## src/rtl/fetch_unit.sv

```systemverilog
// -----------------------------------------------------------------------------
// fetch_unit
// Instruction fetch stage feeding the main decoder. Owns the PC, issues word
// requests to instruction memory, buffers returned words in a small FIFO and
// hands them to decode with pre-sliced opcode/funct3 fields. A redirect
// reloads the PC, flushes the FIFO and discards in-flight responses.
//
// Ports
//   clk, rst            : clock, synchronous active-high reset
//   imem_req_valid/ready: request handshake, imem_req_addr = current pc
//   imem_rsp_valid/data : in-order responses, one per accepted request
//   redirect/redirect_pc: taken branch/jump from execute
//   dec_valid/ready     : decode handshake on FIFO head
//   dec_instr/dec_pc    : head instruction and its PC (0 when FIFO empty)
//   dec_opcode/funct3   : dec_instr[6:0] / dec_instr[14:12]
// -----------------------------------------------------------------------------
module fetch_unit #(
   parameter int              XLEN     = 32,
   parameter logic [XLEN-1:0] RESET_PC = 32'h0000_0000,
   parameter int              DEPTH    = 2
) (
   input  logic            clk,
   input  logic            rst,
   output logic            imem_req_valid,
   input  logic            imem_req_ready,
   output logic [XLEN-1:0] imem_req_addr,
   input  logic            imem_rsp_valid,
   input  logic [31:0]     imem_rsp_data,
   input  logic            redirect,
   input  logic [XLEN-1:0] redirect_pc,
   output logic            dec_valid,
   input  logic            dec_ready,
   output logic [31:0]     dec_instr,
   output logic [XLEN-1:0] dec_pc,
   output logic [6:0]      dec_opcode,
   output logic [2:0]      dec_funct3
);

   localparam int PW  = (DEPTH > 1) ? $clog2(DEPTH) : 1;
   localparam int CW  = $clog2(DEPTH + 1);
   localparam int CW1 = CW + 1;
   localparam logic [PW-1:0]  LAST_PTR = PW'(DEPTH - 1);
   localparam logic [CW1-1:0] DEPTH_C  = CW1'(DEPTH);

   typedef enum logic [0:0] {RUN = 1'b0, DRAIN = 1'b1} state_t;

   state_t          state;
   state_t          state_nx;
   logic [XLEN-1:0] pc;
   logic [31:0]     fifo_instr [DEPTH];
   logic [XLEN-1:0] fifo_pc    [DEPTH];
   logic [PW-1:0]   rd_ptr;
   logic [PW-1:0]   wr_ptr;
   logic [CW-1:0]   count;
   // PCs of requests accepted but not yet answered, in issue order
   logic [XLEN-1:0] ipc_q [DEPTH];
   logic [PW-1:0]   iq_rd;
   logic [PW-1:0]   iq_wr;
   logic [CW-1:0]   out_cnt;
   logic [CW-1:0]   out_nx;
   logic [CW-1:0]   drop_cnt;
   logic [CW-1:0]   drop_nx;
   logic [CW1-1:0]  credit;
   logic            rsp;
   logic            pop;
   logic            push;
   logic            accept;
   logic            has_head;
   logic            unused_bits;

   function automatic logic [PW-1:0] ptr_inc(input logic [PW-1:0] p);
      return (p == LAST_PTR) ? {PW{1'b0}} : p + PW'(1'b1);
   endfunction

   // A response with nothing outstanding is a protocol error and is ignored
   assign rsp      = imem_rsp_valid & (out_cnt != {CW{1'b0}});
   assign has_head = (count != {CW{1'b0}});
   assign dec_valid = (state == RUN) & ~rst & has_head;
   assign pop      = dec_valid & dec_ready;
   // Slots in use after this cycle's pop; a new request needs a free slot
   assign credit   = {1'b0, count} + {1'b0, out_cnt} - {{CW{1'b0}}, pop};
   assign imem_req_valid = (state == RUN) & ~rst & (credit < DEPTH_C);
   assign accept   = imem_req_valid & imem_req_ready;
   assign imem_req_addr = pc;
   assign out_nx   = out_cnt + {{(CW-1){1'b0}}, accept} - {{(CW-1){1'b0}}, rsp};
   assign push     = rsp & (state == RUN) & ~redirect;

   assign dec_instr  = has_head ? fifo_instr[rd_ptr] : 32'h0000_0000;
   assign dec_pc     = has_head ? fifo_pc[rd_ptr] : {XLEN{1'b0}};
   assign dec_opcode = dec_instr[6:0];
   assign dec_funct3 = dec_instr[14:12];
   assign unused_bits = ^redirect_pc[1:0];

   // FSM state and stale-response counter register
   always_ff @(posedge clk) begin
      if (rst) begin
         state    <= RUN;
         drop_cnt <= {CW{1'b0}};
      end else begin
         state    <= state_nx;
         drop_cnt <= drop_nx;
      end
   end

   // Next state: redirect wins; DRAIN leaves once the last stale response lands
   always_comb begin
      state_nx = state;
      drop_nx  = drop_cnt;
      if (redirect) begin
         drop_nx  = out_nx;
         state_nx = (out_nx != {CW{1'b0}}) ? DRAIN : RUN;
      end else begin
         case (state)
            RUN: begin
               state_nx = RUN;
               drop_nx  = drop_cnt;
            end
            DRAIN: begin
               if (rsp) begin
                  drop_nx  = drop_cnt - CW'(1'b1);
                  state_nx = (drop_cnt == CW'(1'b1)) ? RUN : DRAIN;
               end else begin
                  drop_nx  = drop_cnt;
                  state_nx = DRAIN;
               end
            end
            default: begin
               state_nx = RUN;
               drop_nx  = {CW{1'b0}};
            end
         endcase
      end
   end

   // PC, FIFO pointers/count and in-flight tracking
   always_ff @(posedge clk) begin
      if (rst) begin
         pc      <= RESET_PC;
         rd_ptr  <= {PW{1'b0}};
         wr_ptr  <= {PW{1'b0}};
         count   <= {CW{1'b0}};
         iq_rd   <= {PW{1'b0}};
         iq_wr   <= {PW{1'b0}};
         out_cnt <= {CW{1'b0}};
      end else begin
         out_cnt <= out_nx;
         // Stale responses still retire their in-flight entry, keeping order
         if (accept) begin
            iq_wr <= ptr_inc(iq_wr);
         end
         if (rsp) begin
            iq_rd <= ptr_inc(iq_rd);
         end
         if (redirect) begin
            pc     <= {redirect_pc[XLEN-1:2], 2'b00};
            rd_ptr <= {PW{1'b0}};
            wr_ptr <= {PW{1'b0}};
            count  <= {CW{1'b0}};
         end else begin
            if (accept) begin
               pc <= pc + {{(XLEN-3){1'b0}}, 3'd4};
            end
            if (push) begin
               wr_ptr <= ptr_inc(wr_ptr);
            end
            if (pop) begin
               rd_ptr <= ptr_inc(rd_ptr);
            end
            count <= count + {{(CW-1){1'b0}}, push} - {{(CW-1){1'b0}}, pop};
         end
      end
   end

   // Storage arrays; contents are qualified by the pointers and need no reset
   always_ff @(posedge clk) begin
      if (accept) begin
         ipc_q[iq_wr] <= pc;
      end
      if (push) begin
         fifo_instr[wr_ptr] <= imem_rsp_data;
         fifo_pc[wr_ptr]    <= ipc_q[iq_rd];
      end
   end

endmodule

```

## config.mk

```make
export PLATFORM = sky130hd
export DESIGN_NAME = fetch_unit
export DESIGN_NICKNAME = d
export VERILOG_FILES = /design/src/rtl/fetch_unit.sv
export SDC_FILE = /design/constraint.sdc
export NUM_CORES = 1
export LEC_CHECK = 0
export ABC_CLOCK_PERIOD_IN_PS = 12240
export BUFFER_PORTS_ARGS = -buffer_cell sky130_fd_sc_hd__buf_2
export CORE_MARGIN = 5
export CORE_UTILIZATION = 43
export DETAILED_ROUTE_END_ITERATION = 16
export SYNTH_ARGS = -nofsm -noshare
export SYNTH_HDL_FRONTEND = slang
export SYNTH_SLANG_ARGS = --single-unit
```

## constraint.sdc

```tcl
create_clock -name clk -period 12.24 [get_ports clk]
set_clock_uncertainty 0.05 [all_clocks]
set_input_delay 0.612 -clock clk [delete_from_list [all_inputs] [get_ports clk]]
set_output_delay 0.612 -clock clk [all_outputs]
set_load 0.05 [all_outputs]
```

## Yosys cells after proc, flatten, opt, wreduce, memory -nomap -nowiden

Memories as Yosys holds them, arrays and structs flattened. A register that Yosys moved wholly into a read port is not among the register bits.
Cells that the tools add are included.
W data, S select, Z words.

- Reductions and logical operators: 6
- Add/subtract/negate cells: 12
- Multiplexer cells: 26
- Bitwise logic cells: 11
- Equality and inequality tests: 3
- Order comparisons: 1

Operators with widths:

| operator | count |
|---|---|
| $mux W32 | 4 |
| $add A32 B3 Y32 const B | 1 |
| $mux W1 | 18 |
| $and A1 B1 Y1 | 8 |
| $reduce_bool A2 Y1 | 4 |
| $mux W2 | 3 |
| $add A1 B1 Y1 const B | 4 |
| $add A2 B1 Y2 | 2 |
| $sub A2 B1 Y2 | 2 |
| $add A2 B2 Y3 | 1 |
| $lt A3 B2 Y1 const B | 1 |
| $ne A3 B2 Y1 const B | 1 |
| $not A1 Y1 | 3 |
| $sub A3 B1 Y3 | 1 |
| $eq A2 B1 Y1 const B | 1 |
| $ne A2 B2 Y1 const B | 1 |
| $pmux W1 S2 | 1 |
| $reduce_and A2 Y1 | 1 |
| $reduce_or A2 Y1 | 1 |
| $sub A2 B1 Y2 const B | 1 |

- Memories kept: 3
- Bits in writable memories: 192
- Flip-flop bits (word level): 43
- Output and inout port bits: 108

Memories:

| memory | words | width | rd ports | clocked after Yosys merged registers in | write ports | line | RTL |
|---|---|---|---|---|---|---|---|
| fifo_instr | 2 | 32 | 1 | 1 | 1 | 50 | `logic [31:0] fifo_instr [DEPTH];` |
| fifo_pc | 2 | 32 | 1 | 1 | 1 | 51 | `logic [XLEN-1:0] fifo_pc [DEPTH];` |
| ipc_q | 2 | 32 | 1 | 1 | 1 | 56 | `logic [XLEN-1:0] ipc_q [DEPTH];` |

## Logic depth before layout (Yosys ltp)

Gate-level depths: netlist (run 1).

- Word-level depth: 13
- Gate-level depth with buffers: 17
- Mapped depth without buffers: 14

## Worst setup path after synthesis (run 1)

OpenSTA, ideal clock, no wires.

- Kind: in2reg
- From: input port redirect
- To: memory fifo_instr[0][0], enable pin
- Cell stages on the path: 3
- Buffers on the path: 2
- Setup time: 0.635 ns
- Required time: 11.555 ns
- Data arrival time: 6.998 ns
- Setup slack: 4.557 ns
- Cells stage by stage: clkbuf_1 clkbuf_1 nor4_1

- Longest elaborated chain between the ends: 4

Ends and longest elaborated chain:

| item | line | RTL |
|---|---|---|
| start: declaration | 29 | `input logic redirect,` |
| $not A1 Y1 | 86 | `assign push = rsp & (state == RUN) & ~redirect;` |
| $and A1 B1 Y1 | 86 |  |
| $mux W1 | 179 | `if (push) begin` |
| $mux W1 (implied by the code) | 180 | `fifo_instr[wr_ptr] <= imem_rsp_data;` |
| end: declaration | 50 |  |

Every way passes these cells.

## Final worst setup path (run 1)

- From: input port rst
- To: register state

- Longest elaborated chain between the ends: 13

Ends and longest elaborated chain:

| item | line | RTL |
|---|---|---|
| start: declaration | 23 | `input logic rst,` |
| $not A1 Y1 | 78, 82 |  |
| $and A1 B1 Y1 | 78, 82 |  |
| $and A1 B1 Y1 | 78 | `assign dec_valid = (state == RUN) & ~rst & has_head;` |
| $and A1 B1 Y1 | 79 | `assign pop = dec_valid & dec_ready;` |
| $sub A3 B1 Y3 | 81 | `assign credit = {1'b0, count} + {1'b0, out_cnt} - {{CW{1'b0}}, pop};` |
| $lt A3 B2 Y1 | 82 | `assign imem_req_valid = (state == RUN) & ~rst & (credit < DEPTH_C);` |
| $and A1 B1 Y1 | 82 |  |
| $and A1 B1 Y1 | 83 | `assign accept = imem_req_valid & imem_req_ready;` |
| $add A2 B1 Y2 | 85 | `assign out_nx = out_cnt + {{(CW-1){1'b0}}, accept} - {{(CW-1){1'b0}}, rsp};` |
| $sub A2 B1 Y2 | 85 |  |
| $reduce_bool A2 Y1 | 111 | `state_nx = (out_nx != {CW{1'b0}}) ? DRAIN : RUN;` |
| $mux W1 | 111 |  |
| $mux W1 | 109 | `if (redirect) begin` |
| end signal: assignment | 100 | `state <= state_nx;` |
| end: declaration | 47 | `state_t state;` |

Several ways; a longest one is shown, not always the timed one.
A chain may end at the register's enable or synchronous reset.

==> implementation parameters, run 1 <==
Parameter                              Value

Global routing
  Number of antenna violations at the first check in global routing    0
  Total Routing Usage GR    15.1%
  First-pass GRT wire length    29500 µm
  Largest net degree at the start of global routing    64
  GRT overflow    0
  Vias in the first global route    5629

Critical path
  Slowest stage cell, crit path    xor2_1
  Critical Path Fanout Max    43
  Cell seen most often among critical-path stages    xnor2_1
  Ordered cell list for the critical path    buf_2 -> nor2_1 -> nand3b_1 -> xnor2_1 -> nand2_1 -> fa_1 -> xor2_1 -> and2_1 -> inv_1 -> ha_1 -> inv_1 -> ha_1 -> xnor2_1 -> xnor2_1 -> a311oi_1
  Required time of the critical path    12540 ps
  Category of the worst setup path launch point    primary input
  Largest stage delay on the critical path    670 ps
  Worst setup path category    in2reg
  Top Family by Delay on Critical Path    XOR/XNOR gates
  Critical path capture point type    register
  Arrival time worst endpoint    4660 ps
  WP buf/inv    3

STA
  Slew at the pin with the worst max-slew slack    1040 ps
  Final hold violation count    0
  Final-layout setup total negative slack    0 ps
  Final Worst Setup Slack    7890 ps
  Worst Hold Slack    244 ps
  Worst slew margin relative to its limit    30.6%
  Fmax    230 MHz
  Fraction of the cycle the final worst path needs    35.6%
  Final number of max-transition violations    0
  Unrepaired setup endpoints after global routing    no
  Count of final setup violators    0
  Final Critical Period    4350 ps

Synth
  Gate Count Post-Synth    664
  Cell type with the largest total area after synthesis    edfxtp_1
  Most used standard cell by instance count after synthesis    edfxtp_1
  Post-synthesis area per instance    13.9 µm²
  Number of distinct library cell variants in the gate-level netlist after synthesis    43
  Async set-reset flop share out of synthesis    0%
  Number of warnings printed during yosys synthesis    0
  Cell Area, Synth    9260 µm²
  Primary FF master, synth    edfxtp_1
  Fraction of synthesized cell area taken by the top area cell type    59.7%
  Sequential element share of the synthesized area    69.0%
  Register bit count reported by yosys    227
  Number of synthesized flops with an enable pin    184
  Most numerous cell types in the synthesized netlist    edfxtp_1, nor2_1, mux2i_1
  Leading post-synthesis cells by cell area    edfxtp_1, dfxtp_1, mux2i_1

Job
  Count of max-cap constraint violations    0

Final layout
  Share of cells above drive strength 1    30.0%
  Number of nets in the layout    898
  Fin util    52.8%
  Final antenna diode count    0
  Synthesis-to-layout area growth    20.3%
  Final Non-Filler Cells    1114

Power and ir drop
  Leak    4.06 nW
  Power density relative to cell area    179 nW/µm²
  Net switching power    0.000505 W
  Reg power frac    48.4%
  Peak supply drop    97.5 µV
  Cell-internal power    0.00149 W
  Clk pwr share    37.0%
  Combinational cell fraction of total power    14.6%
  Fraction of power spent switching nets    25.3%

Drt
  Routed WL    19200 µm
  Iteration count of the initial detailed-routing pass    4
  DR DRC count    0
  Mean routed wirelength per cell    17.2 µm
  Detailed-route vias per instance    5.08
  Detailed router's first-iteration violation count    293
  Post-DRT Antenna Nets    0
  Via count of the routed design    5664

Clocking
  CTS tree    built
  Setup Fix Bufs, Post-CTS    0
  Max Root-Sink Buffers    3
  Root buf cell    clkbuf_16
  Quantity of hold-fixing buffers added after cts    0
  Clock buffer count from CTS    24
  Number of clock sinks    227
  Clock transition at the registers of the reported paths    60 ps
  CTS-repair resized insts    0
  Total number of H-tree levels    1
  Latest clock arrival within the worst-skew pair    510 ps

Floorplan
  Die Height    157 µm
  Top Ports    178
  Site Rows    53
  Placeable core region    21100 µm²
  Initial Util    43.9%
  Die outline width    157 µm
  Floorplan die area    24600 µm²

Placed design
  Weighted congestion reported at the end of routability-driven placement    0.803
  Post-place setup slack    7460 ps
  Count of input and output buffers    171
  Post-placement cell count    1070
  Estimated wirelength of the detail-placed design    12600 µm

Status
  Run status    finished, final reports clean

Hold path
  Worst min path class    in2reg
-- worst paths after layout --
check	start	end	slack [ps]	cells after the start
worst min-delay path	imem_rsp_data[1]	fifo_instr[0][1]$_DFFE_PP_	240	1
worst min register to register	iq_rd$_SDFFE_PP0P_	register	480	2
worst max-delay path	rst	state$_SDFF_PP0_	7890	15
worst max register to register	state$_SDFF_PP0_	state$_SDFF_PP0_	8120	14
-- routing by layer --
metal / vias up / routed length, µm / track usage (%)
li1: 2740 / - / -
met5: - / 0 / 0
met2: 214 / 9050 / 24.5
met4: 0 / 366 / 5.04
met1: 2681 / 8180 / 20.3
met3: 29 / 1560 / 3.37
-- cell usage in the layout (no fill, tap or decap), types with 3 or more instances in the layout --
cell        instances
clkbuf_8            3
buf_4               7
xor2_1              3
a21oi_1            11
a211oi_1           15
mux2i_1            63
edfxtp_1          184
inv_1              13
or3_1               4
mux2_2             30
nor2_1             89
clkbuf_16          27
a311o_1             3
conb_1              4
xnor2_1            28
ha_1                6
dfxtp_1            42
o21ai_0            10
clkbuf_1            7
nor3_1             17
nand4_1             7
nand3_1             7
a311oi_1            5
clkinvlp_4          3
and4_1              4
nor4_1              7
and2_1              3
nand2_1            34
buf_2             171
and3_1              6
-- metrics by stage --
stage                     instance area, µm²  total power, W
after floorplan                         9270         0.00120
after global placement                 10300         0.00127
after detailed placement               10300         0.00128
after CTS                              11100         0.00202
after global routing                   11100         0.00208
final                                  11100         0.00200
-- kinds of logic after synthesis --
kind of cell    share of synthesized area, %
buf+inv                                 3.20
other cells                           0.0405
fa+ha+maj                               1.03
simple gates                            9.64
mux                                     10.5
flops                                   69.0
xor+xnor                                2.93
compound gates                          3.73
-- worst register-to-register path, cell delays in order (launching register included) --
cell and delay [ps]:
dfxtp_1 510, nor2_1 110, nand3b_1 270, xnor2_1 160, nand2_1 90, fa_1 390
xor2_1 670, and2_1 450, inv_1 170, ha_1 310, inv_1 40, ha_1 180
xnor2_1 140, xnor2_1 290, a311oi_1 150
-- registers in the layout, summed over array words and instances, names as in the netlist, named ones only --
signal	count
drop_cnt	2
imem_req_addr	30
ipc_q	60
rd_ptr	1
state	1
iq_wr	1
fifo_pc	60
fifo_instr	64
count	2
iq_rd	1
wr_ptr	1
out_cnt	2
-- layout make-up --
type | instances | area [µm²]
clock buffer | 37 | 743
clock inverter | 7 | 90.1
fill | 1809 | 9950
inverter | 13 | 48.8
multi-input combinational | 377 | 2610
sequential | 227 | 6390
tap | 275 | 344
timing repair buffer | 178 | 908
-- power groups by stage --
stage | clock, W | combinational (W) | sequential, W
2_1_floorplan | 0 | 0.000204 | 0.000998
3_3_place_gp | 0 | 0.000287 | 0.000981
3_5_place_dp | 0 | 0.000294 | 0.000984
4_1_cts | 0.000755 | 0.000297 | 0.000968
5_1_grt | 0.000789 | 0.000317 | 0.000975
6_report | 0.000738 | 0.000292 | 0.000968
(Power assumes the default switching activity.)
==> run 2, diff against run 1 <==
--- a/config.mk
+++ b/config.mk
@@ -5,7 +5,7 @@
 export SDC_FILE = /design/constraint.sdc
 export NUM_CORES = 1
 export LEC_CHECK = 0
-export ABC_CLOCK_PERIOD_IN_PS = 12240
+export ABC_CLOCK_PERIOD_IN_PS = 4170
 export BUFFER_PORTS_ARGS = -buffer_cell sky130_fd_sc_hd__buf_2
 export CORE_MARGIN = 5
 export CORE_UTILIZATION = 43
==> constraint.sdc (replaced) <==
create_clock -name clk -period 4.17 [get_ports clk]
set_clock_uncertainty 0.05 [all_clocks]
set_input_delay 0.2085 -clock clk [delete_from_list [all_inputs] [get_ports clk]]
set_output_delay 0.2085 -clock clk [all_outputs]
set_load 0.05 [all_outputs]
==> implementation parameters, run 2 (same netlist as run 1, synthesis figures left out) <==
Parameter                              Value

Critical path
  Critical Path Fanout Max    10
  Critical path capture point type    register
  Worst setup path category    reg2reg
  Category of the worst setup path launch point    register
  R2R depth    14
  Crit Reg-Reg Startpoint    state$_SDFF_PP0_
  Register-to-register path setup slack    290 ps
  Reg2reg end    state$_SDFF_PP0_
  Required time of the critical path    4460 ps
  Arrival time worst endpoint    4170 ps

Final layout
  Number of nets in the layout    959
  Largest register FFs    64
  Share of cells above drive strength 1    27.5%
  Synthesis-to-layout area growth    25.9%
  Cell area after layout    11700 µm²
  Fill count    1689
  Final Non-Filler Cells    1173
  Highest-count cells in the layout ignoring fill and taps    edfxtp_1, buf_2, nor2_1
  Register ranked first by flip-flop count    fifo_instr
  Commonest non-fill, non-tap cell in the layout    edfxtp_1
  Fin util    55.3%
  Final antenna diode count    0
  Regs by FF count    fifo_instr x64, fifo_pc x60, ipc_q x60

STA
  Slew at the pin with the worst max-slew slack    1140 ps
  Final Critical Period    3880 ps
  Final-layout setup total negative slack    0 ps
  Count of final setup violators    0
  Final number of max-transition violations    0
  Fmax    258 MHz
  Worst slew margin relative to its limit    24.0%
  Fraction of the cycle the final worst path needs    93.1%
  Final hold violation count    0
  Unrepaired setup endpoints after global routing    no

Floorplan
  Site Rows    53
  Top Ports    178
  Floorplan die area    24600 µm²
  Die Height    157 µm
  Die outline width    157 µm
  Placeable core region    21100 µm²
  Initial Util    43.9%

Clocking
  Number of clock sinks    227
  Total number of H-tree levels    1
  CTS tree    built
  Clock buffer count from CTS    23
  Max Root-Sink Buffers    3
  Latest clock arrival within the worst-skew pair    490 ps
  Root buf cell    clkbuf_16
  Clock transition at the registers of the reported paths    60 ps
  Setup Fix Bufs, Post-CTS    0

Global routing
  Total Routing Usage GR    16.0%
  Vias in the first global route    5978
  First-pass GRT wire length    31400 µm
  Largest net degree at the start of global routing    64
  GRT overflow    0
  Number of antenna violations at the first check in global routing    0

Placed design
  Weighted congestion reported at the end of routability-driven placement    0.786
  Post-placement cell count    1071
  Count of input and output buffers    171
  Estimated wirelength of the detail-placed design    12700 µm
  Placed instance area    10300 µm²

Hold path
  Worst-case hold path end point    imem_req_addr[25]$_SDFFE_PP0P_
  Number of cells on the worst hold path    3
  Worst min path class    in2reg
  Worst Min Path Start    redirect_pc[25]

Power and ir drop
  Peak supply drop    258 µV
  Leak    4.27 nW
  Power density relative to cell area    489 nW/µm²
  Total power after layout    0.00570 W

Drt
  Iteration count of the initial detailed-routing pass    5
  DR DRC count    0
  Detailed-route vias per instance    5.02
  Post-DRT Antenna Nets    0
  Mean routed wirelength per cell    17.0 µm
  Routed WL    19900 µm
  Detailed router's first-iteration violation count    343
  Via count of the routed design    5887

Job
  Count of max-cap constraint violations    0

Status
  Run status    finished, final reports clean
-- run 2: area by class of cell --
| cell class | instances | area, µm² | area share (%) |
|---|---|---|---|
| flip-flops and latches | 227 | 6390 | 54.8 |
| repair buffers | 240 | 1550 | 13.3 |
| clock inverters | 12 | 109 | 0.934 |
| well taps | 275 | 344 | 2.95 |
| clock buffers | 29 | 598 | 5.13 |
| inverters | 13 | 48.8 | 0.419 |
| multi-input cells | 377 | 2620 | 22.4 |
-- run 2: critical path, stage by stage, from the launching register on --
cell	delay, ps
dfxtp_1	540
nor2_1	120
nand3b_1	250
xnor2_1	160
nand2_1	80
fa_1	500
and4bb_1	450
and2_1	370
inv_1	140
ha_1	290
inv_1	40
ha_1	180
xnor2_1	130
xnor2_1	270
a311oi_1	140
-- run 2: how the worst max path moves through the flow --
| stage | from | end | slack (ps) | cells past startpoint |
|---|---|---|---|---|
| final | state$_SDFF_PP0_ | state$_SDFF_PP0_ | 290 | 14 |
| after global routing | state$_SDFF_PP0_ | state$_SDFF_PP0_ | 7 | 14 |
| after CTS | state$_SDFF_PP0_ | state$_SDFF_PP0_ | 340 | 14 |
| after detailed placement | state$_SDFF_PP0_ | state$_SDFF_PP0_ | 370 | 14 |
| after global placement | state$_SDFF_PP0_ | state$_SDFF_PP0_ | 510 | 14 |
| after floorplan | count[0]$_SDFF_PP0_ | ipc_q[0][10]$_DFFE_PP_ | 5 | 11 |
-- run 2: what timing repair did --
action                                 4_1_cts  5_1_grt
hold buffers                                61        0
endpoints found under the hold margin       93        0
gates resized for setup                      0        0
-- run 2: stage by stage --
stage               worst slack [ps]  hold WS, ps
floorplan                       4.77          257
global placement                 506          347
detailed placement               369          350
CTS                              337         21.5
global route                    6.79         41.1
finish                           287         54.6
-- run 2: report_power, final --
part / total [W] / switching [W] / internal (W)
Clock: 0.00193 / 0.000798 / 0.00114
Sequential: 0.00284 / 0.0000992 / 0.00274
Combinational: 0.000929 / 0.000584 / 0.000345
Total: 0.00570 / 0.00148 / 0.00422
-- run 2: routing by layer --
layer	part of all wire [%]	track usage, %	vias to the layer above
met2	48	27.5	196
met1	44	21.0	2804
met3	6.7	2.60	31
li1	-	-	2856
met5	0	0	-
met4	1.9	4.30	0
